**config.mk**
```make
export PLATFORM = sky130hd
export DESIGN_NAME = count_extender
export DESIGN_NICKNAME = d
export VERILOG_FILES = /design/src/rtl/count_extender.sv
export SDC_FILE = /design/constraint.sdc
export NUM_CORES = 1
export LEC_CHECK = 0
export ABC_AREA = 1
export ABC_CLOCK_PERIOD_IN_PS = 3400
export BUFFER_PORTS_ARGS = -buffer_cell sky130_fd_sc_hd__clkbuf_2
export CELL_PAD_IN_SITES_DETAIL_PLACEMENT = 0
export CELL_PAD_IN_SITES_GLOBAL_PLACEMENT = 1
export CORE_UTILIZATION = 42
export DETAILED_ROUTE_END_ITERATION = 12
export PLACE_DENSITY_LB_ADDON = 0.1
export SYNTH_ARGS = -nofsm -noshare
export SYNTH_HDL_FRONTEND = slang
export SYNTH_SLANG_ARGS = --single-unit
```
**constraint.sdc**
```tcl
create_clock -name clk -period 3.4 [get_ports clk]
set_clock_uncertainty 0.15 [all_clocks]
set_input_delay 0.68 -clock clk [delete_from_list [all_inputs] [get_ports clk]]
set_output_delay 0.68 -clock clk [all_outputs]
set_load 0.03 [all_outputs]
```
**src/rtl/count_extender.sv**
```systemverilog
// Extends an asynchronous 4-bit ripple count into a clean {hi,lo} value: the low nibble
// is synchronized and glitch-filtered, and the upper counter advances on each F->0 wrap.
module count_extender #(
   parameter int unsigned HI_WIDTH    = 8,
   parameter int unsigned SYNC_STAGES = 2
) (
   input  logic                  clk,
   input  logic                  rst,
   input  logic                  en,
   input  logic                  clr,
   input  logic [3:0]            lo_count,
   input  logic                  rco,
   output logic [HI_WIDTH+3:0]   value,
   output logic                  value_valid,
   output logic                  wrap_pulse,
   output logic                  overflow
);

   typedef enum logic [1:0] {
      IDLE = 2'd0,
      ARM  = 2'd1,
      RUN  = 2'd2
   } state_t;

   state_t                          r_state;
   state_t                          w_state_nxt;
   logic [SYNC_STAGES-1:0][3:0]     r_lo_sync;
   logic [SYNC_STAGES-1:0]          r_rco_sync;
   logic [3:0]                      r_s_prev;
   logic [3:0]                      r_lo_q;
   logic [HI_WIDTH-1:0]             r_hi_q;
   logic                            r_rco_seen;
   logic                            r_wrap_pulse;
   logic                            r_overflow;

   logic [3:0]                      w_s_cur;
   logic                            w_rco_s;
   logic                            w_stable;
   logic                            w_seed;
   logic                            w_upd;
   logic                            w_wrap;
   logic                            w_lo_load;

   assign w_s_cur   = r_lo_sync[SYNC_STAGES-1];
   assign w_rco_s   = r_rco_sync[SYNC_STAGES-1];
   assign w_stable  = (w_s_cur == r_s_prev);
   assign w_lo_load = w_seed | w_upd;

   // First flop samples the raw inputs directly; nothing combinational ahead of it.
   always_ff @(posedge clk) begin
      if (rst) begin
         r_lo_sync  <= '0;
         r_rco_sync <= '0;
         r_s_prev   <= '0;
      end else begin
         r_lo_sync  <= {r_lo_sync[SYNC_STAGES-2:0], lo_count};
         r_rco_sync <= {r_rco_sync[SYNC_STAGES-2:0], rco};
         r_s_prev   <= w_s_cur;
      end
   end

   always_comb begin
      w_state_nxt = r_state;
      w_seed      = 1'b0;
      w_upd       = 1'b0;
      w_wrap      = 1'b0;
      case (r_state)
         IDLE: begin
            if (en) w_state_nxt = ARM;
         end
         ARM: begin
            if (!en) begin
               w_state_nxt = IDLE;
            end else if (w_stable) begin
               w_seed      = 1'b1;
               w_state_nxt = RUN;
            end
         end
         RUN: begin
            // An update sampled on the edge en falls still completes before IDLE.
            if (w_stable && (w_s_cur != r_lo_q)) begin
               w_upd  = 1'b1;
               w_wrap = (w_s_cur < r_lo_q) && (r_rco_seen || w_rco_s);
            end
            if (!en) w_state_nxt = IDLE;
         end
         default: w_state_nxt = IDLE;
      endcase
      if (clr) begin
         w_state_nxt = en ? ARM : IDLE;
         w_seed      = 1'b0;
         w_upd       = 1'b0;
         w_wrap      = 1'b0;
      end
   end

   always_ff @(posedge clk) begin
      if (rst) begin
         r_state      <= IDLE;
         r_lo_q       <= '0;
         r_hi_q       <= '0;
         r_rco_seen   <= 1'b0;
         r_wrap_pulse <= 1'b0;
         r_overflow   <= 1'b0;
      end else begin
         r_state      <= w_state_nxt;
         r_wrap_pulse <= w_wrap;
         if (w_lo_load) r_lo_q <= w_s_cur;
         if (clr) begin
            r_hi_q     <= '0;
            r_overflow <= 1'b0;
            r_rco_seen <= 1'b0;
         end else begin
            if (w_wrap) r_hi_q <= r_hi_q + 1'b1;
            if (w_wrap && (&r_hi_q)) r_overflow <= 1'b1;
            if (w_rco_s)        r_rco_seen <= 1'b1;
            else if (w_lo_load) r_rco_seen <= 1'b0;
         end
      end
   end

   assign value       = {r_hi_q, r_lo_q};
   assign value_valid = (r_state == RUN);
   assign wrap_pulse  = r_wrap_pulse;
   assign overflow    = r_overflow;

endmodule
```
==> flow_summary.json <==
{
  "drive_gt1_share_pct": 15.1,
  "peakVddDrop_v": 0.000221,
  "slew_viol_final": 0,
  "ctsHtreeMaxLevel": 2,
  "reg2reg_depth": 10,
  "seq_area_frac_synth_pct": 44.4,
  "worst_setup_path_end_kind": "output port",
  "post-route-drc-count": 0,
  "hpwl_um": 1990,
  "setup_viol": 0,
  "crit_arrival_ns": 1.05,
  "dr.first_iter.drc_count": 78,
  "dpl_cell_area_um2": 1550,
  "ys_types": 19,
  "ant_nets": 0,
  "reg2reg_slack_ns": 1.52,
  "syn_inst": 197,
  "grt_antenna_before_repair": 0,
  "min_period_ns": 1.88,
  "syn-num-nets": 211,
  "post-route-period-util_pct": 55.1,
  "maxCapViolations": 0,
  "die_area_um2": 3560,
  "fmax_mhz": 533,
  "worstMarginPinSlew_ns": 0.381,
  "critPathKind": "reg2out",
  "n_antenna_cell": 0,
  "wl_um": 2620,
  "io_pins": 24,
  "die_y_um": 59.7,
  "grt_overflow_total": 0,
  "status": "completed",
  "synth-edff-count": 0,
  "grt_pass1_wl_um": 4370,
  "yosys-top-cells-area": "dfxtp_1 (44%), nand2_1 (12%), inv_1 (8.9%)",
  "start_util_pct": 45.0,
  "place_congestion": 0.743,
  "final_cells": 269,
  "postSynthAreaPerCell_um2": 7.09,
  "nets": 238,
  "area_growth_pct": 14.7,
  "ys_warn_count": 0,
  "drtPass1Iterations": 4,
  "synth_common_cells": "nand2_1 (45), inv_1 (33), nor2_1 (33), dfxtp_1 (31), nand3_1 (16)",
  "cp_num_buf_inv": 2,
  "insertion_delay_ns": 0.34,
  "pre_cts_ws_ns": 1.48,
  "worstPathCellList": "nand2_1 > inv_1 > clkbuf_2",
  "cp_slowest_cell": "dfxtp_1",
  "clk_path_buf_depth": 2,
  "viasPerCell": 4.57,
  "cts.sinks": 31,
  "p_leak_nw": 0.752,
  "synth_most_common_cell": "nand2_1",
  "synth-seq-cells": 31,
  "routedWlPerCell_um": 9.75,
  "yosys.area.top_type": "dfxtp_1",
  "synth_async_sr_flop_share_pct": 0,
  "io_buffers": 23,
  "worstSetupStartpoint": "r_state[1]",
  "start_kind": "flop",
  "die-width_um": 59.7,
  "dr_total_vias": 1229,
  "fin_area_um2": 1600,
  "cp.required_ns": 2.57,
  "crit_family": "flip-flops",
  "r2r-start": "r_lo_q[3]",
  "grt_max_degree": 19,
  "r2r_end": "r_hi_q[6]",
  "fin_setup_tns_ns": 0,
  "synthFlopType": "dfxtp_1",
  "cts_setup_buffers": 0,
  "fp-row-count": 20,
  "cts_hold_repair.buffers": 0,
  "grt_use_total_pct": 16.9,
  "core_area_um2": 3100,
  "slew_headroom_pct": 74.6,
  "clock-root-buffer": "clkbuf_4",
  "setup_slack_ns": 1.52,
  "dp.cells": 261,
  "slowest_delay_ns": 0.37,
  "grt_pass1_vias": 1028,
  "rsz0062_at_grt": "false",
  "worst-path-max-fanout": 3,
  "netlist.area_leader.share_pct": 44.4,
  "endpoint": "value_valid",
  "synth_area_um2": 1400,
  "powerDensity_nw_per_um2": 403,
  "clkTransAtPathRegs_ns": 0.10,
  "ctsResizeCount": 0,
  "cts_tree": "done",
  "numCtsBuffers": 5,
  "cp.depth": 3,
  "hold_depth": 2,
  "min_path_type": "reg2reg",
  "hold_viol": 0
}
==> sequential cells by signal, indices dropped and copies added (netlist names) <==
| signal | cells |
|---|---|
| r_s_prev | 4 |
| overflow | 1 |
| r_lo_sync | 4 |
| wrap_pulse | 1 |
| r_hi_q | 8 |
| w_s_cur | 4 |
| r_rco_sync | 2 |
| r_rco_seen | 1 |
| r_state | 2 |
| r_lo_q | 4 |
==> stage by stage <==
| step | utilization [%] | hold slack [ns] | total power, W |
|---|---|---|---|
| after floorplan | - | 0.238 | 0.000433 |
| after global placement | 49.9 | 0.240 | 0.000445 |
| after detailed placement | 49.9 | 0.243 | 0.000447 |
| after CTS | 51.7 | 0.258 | 0.000654 |
| after global routing | 51.7 | 0.280 | 0.000679 |
| final | 51.7 | 0.256 | 0.000645 |
==> worst min-delay path by stage <==
stage / from / slack, ns / end
2_1_floorplan: r_rco_sync[0] / 0.24 / r_rco_sync[1]
3_3_place_gp: r_lo_sync[0] / 0.24 / w_s_cur[0]
3_5_place_dp: r_lo_sync[1] / 0.24 / w_s_cur[1]
4_1_cts: r_lo_sync[1] / 0.26 / w_s_cur[1]
5_1_grt: r_lo_sync[2] / 0.28 / w_s_cur[2]
6_report: r_lo_sync[1] / 0.26 / w_s_cur[1]
==> worst register-to-register path: cells and delay by family (launching register included) <==
| kind | cells | cell delay (ns) |
|---|---|---|
| buffers and inverters | 2 | 0.10 |
| and+or+nand+nor | 6 | 0.80 |
| DFF | 1 | 0.35 |
| AOI/OAI and AO/OA | 1 | 0.06 |
| adders and majority gates | 1 | 0.30 |
==> power breakdown <==
part           switching (W)  internal, W  total (W)
sequential        0.00000532     0.000373   0.000378
combinational      0.0000398    0.0000199  0.0000597
clock               0.000128    0.0000796   0.000208
==> cell families (layout without fill, tap and decap cells) <==
kind of cell               count (synthesis)  count (layout)  share of synthesized area, %
adders and majority gates                  5               5                          4.48
AOI/OAI and AO/OA                         15              15                          5.55
DFF                                       31              31                          44.4
and+or+nand+nor                          102             102                          31.1
buffers and inverters                     38              66                          10.7
xor gates and xnor gates                   6               6                          3.76
==> cells in the final DEF (no fill, tap or decap), types with 2 or more instances in the layout <==
cell      netlist  final
nand2_1        45     45
inv_1          33     33
nor2_1         33     33
dfxtp_1        31     31
clkbuf_2        0     23
nand3_1        16     16
a21oi_1        11     11
ha_1            5      5
clkbuf_4        0      5
xnor2_1         4      4
nand3b_1        3      3
o21ai_0         3      3
nor2_4          2      2
nor3_1          2      2
xor2_1          2      2
==> layer usage <==
| metal | part of all wire (%) | GRT usage, % | wire [um] |
|---|---|---|---|
| met3 | 4.5 | 5.19 | 117 |
| met4 | 1.9 | 8.97 | 50 |
| met2 | 41 | 24.3 | 1070 |
| met5 | 0 | 0 | 0 |
| met1 | 53 | 22.7 | 1380 |
==> cell type report <==
cell class / instances / area (um2)
sequential: 31 / 621
clock buffer: 6 / 41.3
timing repair buffer: 23 / 115
inverter: 35 / 131
multi-input combinational: 128 / 627
clock inverter: 2 / 12.5
tap: 44 / 55.1
fill: 337 / 1500
Power figures use the tool's default switching activity.
